**config.mk**
```make
export PLATFORM = sky130hd
export DESIGN_NAME = instr_fetch_sequencer_flat
export DESIGN_NICKNAME = d
export VERILOG_FILES = /design/src/rtl/instr_fetch_sequencer_if.sv /design/src/rtl/instr_fetch_sequencer.sv /design/src/flat_wrapper.sv
export SDC_FILE = /design/constraint.sdc
export NUM_CORES = 1
export LEC_CHECK = 0
export ABC_CLOCK_PERIOD_IN_PS = 5100
export BUFFER_PORTS_ARGS = -buffer_cell sky130_fd_sc_hd__buf_2
export CAP_MARGIN = 20
export CORE_MARGIN = 2
export CORE_UTILIZATION = 45
export CTS_CLUSTER_DIAMETER = 40
export DETAILED_ROUTE_END_ITERATION = 8
export GPL_TIMING_DRIVEN = 0
export PLACE_DENSITY_LB_ADDON = 0.15
export SLEW_MARGIN = 20
export SYNTH_ARGS = -nofsm -noshare
export SYNTH_HDL_FRONTEND = slang
export SYNTH_SLANG_ARGS = --single-unit
```
**constraint.sdc**
```tcl
create_clock -name CLK -period 5.1 [get_ports CLK]
set_clock_uncertainty 0.2 [all_clocks]
set_input_delay 1.02 -clock CLK [delete_from_list [all_inputs] [get_ports CLK]]
set_output_delay 1.02 -clock CLK [all_outputs]
set_load 0.005 [all_outputs]
```
**src/rtl/instr_fetch_sequencer_if.sv**
```systemverilog
// Instruction-memory fetch bus between the fetch sequencer (master) and
// instruction memory (slave).
//   imem_req   : fetch request, held until imem_ack
//   imem_addr  : word-aligned byte address of the fetch
//   imem_rdata : instruction word, valid while imem_ack=1
//   imem_ack   : one-cycle fetch completion strobe
interface instr_fetch_sequencer_if #(
  parameter int unsigned PC_W = 32
) ();
  logic            imem_req;
  logic [PC_W-1:0] imem_addr;
  logic [31:0]     imem_rdata;
  logic            imem_ack;

  modport master (
    output imem_req,
    output imem_addr,
    input  imem_rdata,
    input  imem_ack
  );

  modport slave (
    input  imem_req,
    input  imem_addr,
    output imem_rdata,
    output imem_ack
  );
endinterface

```
**src/rtl/instr_fetch_sequencer.sv**
```systemverilog
// CPU front end: owns the PC, fetches 32-bit instructions over the imem
// req/ack handshake, splits the instruction register into decoder fields and
// resolves j/beq/bne against the ALU zero flag to form the next PC.
// Ports:
//   CLK, RESET_N : clock (rising edge) and asynchronous active-low reset
//   run          : permission to start a new fetch (sampled in IDLE/RESOLVE)
//   imem         : fetch bus (master side)
//   opcode, rd_off, rt, rs_imm : fields of the instruction register
//   instr_valid  : one-cycle strobe, fields hold a newly fetched instruction
//   alu_zero     : ALU zero flag, sampled in RESOLVE
//   pc           : current instruction address
//   illegal_op   : sticky flag, an opcode above 8'h09 was fetched
module instr_fetch_sequencer #(
  parameter int unsigned     PC_W     = 32,
  parameter logic [PC_W-1:0] RESET_PC = {PC_W{1'b0}}
) (
  input  logic                         CLK,
  input  logic                         RESET_N,
  input  logic                         run,
  instr_fetch_sequencer_if.master      imem,
  output logic [7:0]                   opcode,
  output logic [7:0]                   rd_off,
  output logic [7:0]                   rt,
  output logic [7:0]                   rs_imm,
  output logic                         instr_valid,
  input  logic                         alu_zero,
  output logic [PC_W-1:0]              pc,
  output logic                         illegal_op
);

  typedef enum logic [1:0] {
    S_IDLE    = 2'd0,
    S_FETCH   = 2'd1,
    S_ISSUE   = 2'd2,
    S_RESOLVE = 2'd3
  } state_t;

  localparam logic [7:0] OP_J     = 8'h06;
  localparam logic [7:0] OP_BEQ   = 8'h07;
  localparam logic [7:0] OP_BNE   = 8'h08;
  localparam logic [7:0] OP_LAST  = 8'h09;

  state_t          state_q, state_d;
  logic [PC_W-1:0] pc_q, pc_d;
  logic [31:0]     ir_q, ir_d;
  logic            req_q, req_d;
  logic            valid_q, valid_d;
  logic            illegal_q, illegal_d;
  logic            taken_s;
  logic [PC_W-1:0] seq_pc_s;
  logic [PC_W-1:0] target_pc_s;

  // Branch target: pc + 4 + (sign-extended word offset << 2), wrapping.
  function automatic logic [PC_W-1:0] branch_target(
    input logic [PC_W-1:0] cur_pc,
    input logic [7:0]      off
  );
    logic [PC_W-1:0] off_ext;
    off_ext = {{(PC_W-8){off[7]}}, off};
    return cur_pc + {{(PC_W-3){1'b0}}, 3'd4} + (off_ext << 2);
  endfunction

  // Branch decision from the current opcode and the ALU zero flag.
  always_comb begin
    taken_s = 1'b0;
    case (ir_q[31:24])
      OP_J:    taken_s = 1'b1;
      OP_BEQ:  taken_s = alu_zero;
      OP_BNE:  taken_s = ~alu_zero;
      default: taken_s = 1'b0;
    endcase
  end

  assign seq_pc_s    = pc_q + {{(PC_W-3){1'b0}}, 3'd4};
  assign target_pc_s = branch_target(pc_q, ir_q[23:16]);

  // Next-state, next-PC and instruction-register logic.
  always_comb begin
    state_d   = state_q;
    pc_d      = pc_q;
    ir_d      = ir_q;
    illegal_d = illegal_q;
    case (state_q)
      S_IDLE: begin
        if (run) begin
          state_d = S_FETCH;
        end else begin
          state_d = S_IDLE;
        end
      end
      S_FETCH: begin
        if (imem.imem_ack) begin
          ir_d    = imem.imem_rdata;
          state_d = S_ISSUE;
          // Flag is raised together with the ISSUE strobe it belongs to.
          if (imem.imem_rdata[31:24] > OP_LAST) begin
            illegal_d = 1'b1;
          end else begin
            illegal_d = illegal_q;
          end
        end else begin
          state_d = S_FETCH;
        end
      end
      S_ISSUE: begin
        state_d = S_RESOLVE;
      end
      S_RESOLVE: begin
        if (taken_s) begin
          pc_d = target_pc_s;
        end else begin
          pc_d = seq_pc_s;
        end
        if (run) begin
          state_d = S_FETCH;
        end else begin
          state_d = S_IDLE;
        end
      end
      default: begin
        state_d = S_IDLE;
      end
    endcase
    // Request and strobe are registered decodes of the next state.
    req_d   = (state_d == S_FETCH);
    valid_d = (state_d == S_ISSUE);
  end

  // State, PC, instruction register and registered outputs.
  always_ff @(posedge CLK or negedge RESET_N) begin
    if (!RESET_N) begin
      state_q   <= S_IDLE;
      pc_q      <= RESET_PC;
      ir_q      <= 32'h0000_0000;
      req_q     <= 1'b0;
      valid_q   <= 1'b0;
      illegal_q <= 1'b0;
    end else begin
      state_q   <= state_d;
      pc_q      <= pc_d;
      ir_q      <= ir_d;
      req_q     <= req_d;
      valid_q   <= valid_d;
      illegal_q <= illegal_d;
    end
  end

  assign imem.imem_req  = req_q;
  assign imem.imem_addr = pc_q;
  assign opcode         = ir_q[31:24];
  assign rd_off         = ir_q[23:16];
  assign rt             = ir_q[15:8];
  assign rs_imm         = ir_q[7:0];
  assign instr_valid    = valid_q;
  assign pc             = pc_q;
  assign illegal_op     = illegal_q;

endmodule
```
**src/flat_wrapper.sv**
```systemverilog
// flat-port wrapper written by rule: the top's interface ports become plain ports
module instr_fetch_sequencer_flat 
#(
  parameter int unsigned     PC_W     = 32,
  parameter logic [PC_W-1:0] RESET_PC = {PC_W{1'b0}}
)
  (CLK, RESET_N, run, opcode, rd_off, rt, rs_imm, instr_valid, alu_zero, pc, illegal_op, imem_imem_req, imem_imem_addr, imem_imem_rdata, imem_imem_ack);
  instr_fetch_sequencer_if #(.PC_W(PC_W)) imem_i ();
  input  logic CLK;
  input  logic RESET_N;
  input  logic run;
  output logic [7:0] opcode;
  output logic [7:0] rd_off;
  output logic [7:0] rt;
  output logic [7:0] rs_imm;
  output logic instr_valid;
  input  logic alu_zero;
  output logic [PC_W-1:0] pc;
  output logic illegal_op;
  output wire logic [$bits(imem_i.imem_req)-1:0] imem_imem_req;
  output wire logic [$bits(imem_i.imem_addr)-1:0] imem_imem_addr;
  input wire logic [$bits(imem_i.imem_rdata)-1:0] imem_imem_rdata;
  input wire logic [$bits(imem_i.imem_ack)-1:0] imem_imem_ack;
  assign imem_imem_req = imem_i.imem_req;
  assign imem_imem_addr = imem_i.imem_addr;
  assign imem_i.imem_rdata = imem_imem_rdata;
  assign imem_i.imem_ack = imem_imem_ack;
  instr_fetch_sequencer #(.PC_W(PC_W), .RESET_PC(RESET_PC)) u_core (.CLK(CLK), .RESET_N(RESET_N), .run(run), .imem(imem_i), .opcode(opcode), .rd_off(rd_off), .rt(rt), .rs_imm(rs_imm), .instr_valid(instr_valid), .alu_zero(alu_zero), .pc(pc), .illegal_op(illegal_op));
endmodule
```
==> run metrics, run 1 <==
status=finished, final reports clean; CORE AREA=0.01201 sq mm; vias in the first global route=5,092; Tmin final=4.488 ns; CP Launch Type=flop; synth warn=0; Initial Util=0.4616; Int Pwr=2.575 mW; crit end category=flop; Hold Slack=0.2809 ns; I/O pin total=136; CTS Hold Bufs=0; clock latency at the later pin of the worst-skew pair=0.35 ns; ranking of synthesized cells by area=dfrtp_1, ha_1, mux2_2, xnor2_1, a21oi_1; Switching Power=2.252 mW; crit path cell chain=and4_1, buf_6, nand3_4, nor2_1, nand2_1, xnor2_1, ha_1, a211o_1, o311ai_0, a31oi_1, nand4_1, mux2_2, a22oi_1; P_leak=3.142 nW; final setup TNS=0 ns; crit path max fanout=9; synthesized area=0.005544 sq mm; actual slew at the worst max-slew pin=0.7900 ns; slowest CP cell=o311ai_0; Layout area overhead=21.44%; Die H=115.0 um; FMAX=222.8 MHz; Gate power share=0.636; Resized cells post-CTS=0; fillcell total=1,127; DR vias/cell=5.793; area of the multi-input gates=0.003455 sq mm; Worst EP required=5.15 ns; top sig layer=met4; commonest non-fill, non-tap cell in the layout=buf_2; Synth cell types=70; CP Class=flop to flop; DP HPWL=12.04 mm; clock network power share=0.137; wire length on met3=1.019 mm; Slew HR=0.4667; residual DRC count=0; switching part of the total=0.4665; Crit path buffers/inverters=1; Post-Synthesis Cells=634; Post-synth ARST share=1.000; All-Layer GR Usage=0.2490; Seq cells post-synth=67; Avg Cell Area, Syn=8.745 sq um; register clock-pin slew on the reported worst setup and hold paths=0.07 ns; number of setup violations in the final report=0; Final #Nets=859; Post-synth EDFFs=0; Synth top area share=0.3024; # rows=40; via count=5,399; VDD IR-drop max=311.6 uV; cts bufs inserted=9; Tightest Hold Check Type=flop to flop; Final ANT Viol Nets=0; met2 wire length=7.682 mm; Synth Flop Type=dfrtp_1; Critical Path Max Stage Delay=0.71 ns; DRT Pass-1 Iters=5; Final Cell Area=0.006733 sq mm; root buffer cell=clkbuf_16; initial antenna violation count=0; global-route wire length before repair=25.80 mm; Max-Cap Viols=0; cell family with most CP delay=compound AO/OA/AOI/OAI gates; PD cells=716.9 mW/mm^2; Die Width=115.0 um; Port Buffers=131; clk sinks=67; ratio of cells with drive above 1 in the final layout=0.3057; post-DR wirelength/cell=17.46 um; WL final=16.28 mm; initial DRC count=330; part of the cycle the worst path needs=0.8799; Register Area=0.001678 sq mm; max-slew violations=0; Seq pwr share=0.227; crit path DAT=4.54 ns; postcts setup bufs=0; pin count of the biggest net entering global routing=54; DP Area=0.006426 sq mm; sequential share of the synthesized area=0.3024; most frequent cells in the layout=buf_2, dfrtp_1, nand2_1; WL met1=7.236 mm; GP Congestion=0.9337; post-synth top area cell=dfrtp_1; Final Hold Viols=0; Die Footprint=0.01322 sq mm; RSZ-0062 raised after global routing=no; Antenna diodes=0; Max H-tree Level=3; CTS tree=yes; global route overflow=0; CTS Buffer Depth=2
==> cells in the mapped netlist, types with 3 or more instances <==
master and instances:
ha_1 41, nor4_1 7, xor2_1 14, dfrtp_1 67, nor2_1 42, a211oi_1 7, clkbuf_1 19, and2_1 3
a31oi_1 11, xnor2_1 33, a21o_1 15, mux2_2 34, nor2b_1 8, nand4_1 12, buf_2 3, nor3_1 16
o31a_1 3, o211ai_1 3, and4_1 3, a21oi_1 51, buf_1 3, nand2_1 52, mux2i_1 3, a211o_1 3
o21a_1 7, inv_1 13, buf_4 34, o21ai_0 39, nand3_1 27, and3_1 8
==> registers in the layout, indices dropped and copies added, names as in the netlist <==
signal,cells
u_core.ir_q,32
u_core.state_q,2
u_core.instr_valid,1
u_core.imem.imem_req,1
u_core.imem.imem_addr,30
u_core.illegal_op,1
==> power by group through the flow <==
stage          clock network [mW]  logic, mW  registers, mW
2_1_floorplan                   0       2.19           1.04
3_3_place_gp                    0       2.98           1.08
3_5_place_dp                    0       3.04           1.10
4_1_cts                     0.671       3.05           1.09
5_1_grt                     0.694       3.40           1.14
6_report                    0.662       3.07           1.10
==> cell type report <==
type / instances / share of cell area
Multi-Input combinational cell: 496 / 0.5131
Sequential cell: 67 / 0.2492
Buffer: 61 / 0.05575
Timing Repair Buffer: 132 / 0.1018
Clock buffer: 9 / 0.03345
Tap cell: 147 / 0.02732
Inverter: 13 / 0.007248
Clock inverter: 7 / 0.01208
==> stage by stage <==
stage	setup slack [ns]	std cells	util	total power [mW]
floorplan	1.438	637	-	3.233
finish	0.6125	932	0.5605	4.827
global placement	0.7552	915	0.5324	4.066
detailed placement	0.6901	916	0.5350	4.135
global route	0.3048	932	0.5605	5.236
CTS	0.6626	932	0.5605	4.821
==> worst paths after layout <==
| check | to | depth (start not counted) | start | slack, ns |
|---|---|---|---|---|
| max | u_core.imem.imem_addr[24]$_DFFE_PN0N_ | 13 | u_core.imem.imem_addr[4]$_DFFE_PN0N_ | 0.61 |
| max in group asynchronous | u_core.ir_q[23]$_DFFE_PN0P_ | 2 | RESET_N | 3.80 |
| min in group asynchronous | u_core.ir_q[22]$_DFFE_PN0P_ | 1 | RESET_N | 0.34 |
| min | u_core.illegal_op$_DFFE_PN0P_ | 1 | u_core.illegal_op$_DFFE_PN0P_ | 0.28 |
| max reg2reg | u_core.imem.imem_addr[24]$_DFFE_PN0N_ | 13 | u_core.imem.imem_addr[4]$_DFFE_PN0N_ | 0.61 |
| min reg2reg | u_core.illegal_op$_DFFE_PN0P_ | 1 | u_core.illegal_op$_DFFE_PN0P_ | 0.28 |
==> layer usage <==
layer / vias up / GRT usage
met5: - / 0
met4: 0 / 0.09880
met3: 26 / 0.03848
met2: 196 / 0.3937
met1: 2614 / 0.3428
li1: 2563 / -
==> cell families after synthesis <==
family          after synthesis  synth area share
compound gates              166            0.1891
xor+xnor                     47           0.07425
fa+ha+maj                    42           0.09614
buf+inv                      74           0.07651
flops                        67            0.3024
mux                          37           0.07448
other cells                   1         0.0006764
simple gates                200            0.1864
Note: power is estimated with default switching activity, not from simulation.
==> run 2: changes to the inputs <==
- CORE_ASPECT_RATIO: unset -> 0.6
==> run 2 against run 1 <==
Clock-buffer cell count rose by 1. Sequential power barely moved. Combinational power rose by 2%. Hold slack got worse by 0.00072 ns. Maximum frequency fell by 2.2%. Routed wire length rose by 1.7%. Critical endpoint is now u_core.imem.imem_addr[30]$_DFFE_PN0N_. Sequential share of layout area barely moved. Final area rose by 0.17%. Highest routed layer unchanged. Worst setup slack got worse by 0.10 ns. Die area rose by 0.22%. Critical path depth rose by 1. Global-route usage barely moved.
==> run metrics, run 2 (synthesis results as in run 1) <==
max-slew violations=0 (unchanged); Max H-tree Level=3 (unchanged); All-Layer GR Usage=0.2485 (was 0.2490); HP Start=u_core.illegal_op$_DFFE_PN0P_ (unchanged); global-route wire length before repair=26.36 mm (was 25.80 mm); postcts setup bufs=0 (unchanged); busiest grt layer=met1 (was met2); via count=5,409 (was 5,399); most frequent cells in the layout=buf_2, dfrtp_1, nand2_1 (unchanged); final setup TNS=0 ns (unchanged); I/O pin total=136 (unchanged); VDD IR-drop max=312.1 uV (was 311.6 uV); DP HPWL=12.75 mm (was 12.04 mm); PD cells=719.5 mW/mm^2 (was 716.9 mW/mm^2); post-DR wirelength/cell=17.43 um (was 17.46 um); Final Total Pwr=4.852 mW (was 4.827 mW); Max-Cap Viols=0 (unchanged); CP Launch Type=flop (unchanged); Worst EP required=5.17 ns (was 5.15 ns); part of the cycle the worst path needs=0.8998 (was 0.8799); Initial Util=0.4611 (was 0.4616); CTS Hold Bufs=0 (unchanged); Die Footprint=0.01325 sq mm (was 0.01322 sq mm); crit path max fanout=9 (unchanged); Final ANT Viol Nets=0 (unchanged); vias in the first global route=5,061 (was 5,092); Die Width=147.3 um (was 115.0 um); Reg with most FFs=u_core.ir_q (unchanged); met3 GRT Util=0.04721 (was 0.03848); commonest non-fill, non-tap cell in the layout=buf_2 (unchanged); number of setup violations in the final report=0 (unchanged); Slew HR=0.4810 (was 0.4667); grt met2 use=0.3653 (was 0.3937); Final Hold Viols=0 (unchanged); Resized cells post-CTS=0 (unchanged); CTS tree=yes (unchanged); CTS Buffer Depth=2 (unchanged); pin count of the biggest net entering global routing=56 (was 54); M1 GR Usage=0.3796 (was 0.3428); # rows=31 (was 40); GP Congestion=0.9418 (was 0.9337); P_leak=3.129 nW (was 3.142 nW); global route overflow=0 (unchanged); RSZ-0062 raised after global routing=no (unchanged); CP Class=flop to flop (unchanged); Critical Path Source=u_core.imem.imem_addr[4]$_DFFE_PN0N_ (unchanged); DP Area=0.006449 sq mm (was 0.006426 sq mm); initial antenna violation count=0 (unchanged); Largest register FFs=32 (unchanged); status=finished, final reports clean (unchanged); Tightest Hold Check Type=flop to flop (unchanged); Final Cell Area=0.006744 sq mm (was 0.006733 sq mm); actual slew at the worst max-slew pin=0.7757 ns (was 0.7900 ns); Port Buffers=131 (unchanged); crit path DAT=4.66 ns (was 4.54 ns); Final #Nets=859 (unchanged); FMAX=217.9 MHz (was 222.8 MHz); Layout area overhead=21.64% (was 21.44%); cts bufs inserted=9 (unchanged); Antenna diodes=0 (unchanged); DR vias/cell=5.694 (was 5.793); clock latency at the later pin of the worst-skew pair=0.33 ns (was 0.35 ns); RR Startpoint=u_core.imem.imem_addr[4]$_DFFE_PN0N_ (unchanged); Die H=89.98 um (was 115.0 um); clk sinks=67 (unchanged); CORE AREA=0.01202 sq mm (was 0.01201 sq mm); root buffer cell=clkbuf_16 (unchanged); DRT Pass-1 Iters=5 (unchanged); residual DRC count=0 (unchanged); initial DRC count=492 (was 330); Tmin final=4.589 ns (was 4.488 ns); register clock-pin slew on the reported worst setup and hold paths=0.06 ns (was 0.07 ns); crit end category=flop (unchanged); ratio of cells with drive above 1 in the final layout=0.3045 (was 0.3057); WL final=16.55 mm (was 16.28 mm)
run 2: power breakdown:
| group | total [mW] | internal [mW] | switching, mW |
|---|---|---|---|
| combinational | 3.13 | 1.43 | 1.70 |
| clock | 0.622 | 0.378 | 0.244 |
| sequential | 1.10 | 0.766 | 0.335 |
run 2: metrics by stage:
stage | hold WS [ns] | utilization | setup WS [ns] | cells
detailed placement | 0.2657 | 0.5363 | 0.6094 | 934
global placement | 0.2524 | 0.5337 | 0.6323 | 933
CTS | 0.2811 | 0.5609 | 0.5888 | 950
floorplan | 0.2650 | - | 1.438 | 637
finish | 0.2802 | 0.5609 | 0.5108 | 950
global route | 0.3110 | 0.5609 | 0.2537 | 950
run 2: cell type report:
cell class	instances	area, sq um
Inverter	13	48.80
Buffer	61	375.4
Clock inverter	6	66.31
Tap cell	165	206.4
Sequential cell	67	1678
Timing Repair Buffer	132	685.7
Clock buffer	10	229.0
Multi-Input combinational cell	496	3455
Fill cell	1108	5280
run 2: path summary, 6_finish.rpt:
kind                                                         end  cells past startpoint  slack (ns)
hold reg to reg                    u_core.illegal_op$_DFFE_PN0P_                      1        0.28
max in group asynchronous            u_core.ir_q[23]$_DFFE_PN0P_                      2        3.83
setup / recovery           u_core.imem.imem_addr[30]$_DFFE_PN0N_                     14        0.51
hold / removal                     u_core.illegal_op$_DFFE_PN0P_                      1        0.28
setup reg to reg           u_core.imem.imem_addr[30]$_DFFE_PN0N_                     14        0.51
min in group asynchronous  u_core.imem.imem_addr[26]$_DFFE_PN0N_                      1        0.33
run 2: worst max-delay path, cell delays in order, from the launching register on:
cell and delay [ns]:
dfrtp_1 0.54, and4_1 0.27, buf_6 0.13, nand2_1 0.22
nor3_1 0.46, xor2_1 0.28, ha_1 0.27, clkbuf_1 0.20
and3_1 0.21, a221o_1 0.32, a21oi_1 0.17, o31a_1 0.36
o31ai_1 0.17, or4b_2 0.63, nand3_1 0.10
run 2: metal layers:
| layer | vias to the layer above | part of all wire |
|---|---|---|
| met5 | - | 0 |
| met4 | 0 | 0.0054 |
| met1 | 2593 | 0.49 |
| li1 | 2570 | - |
| met3 | 10 | 0.080 |
| met2 | 236 | 0.43 |
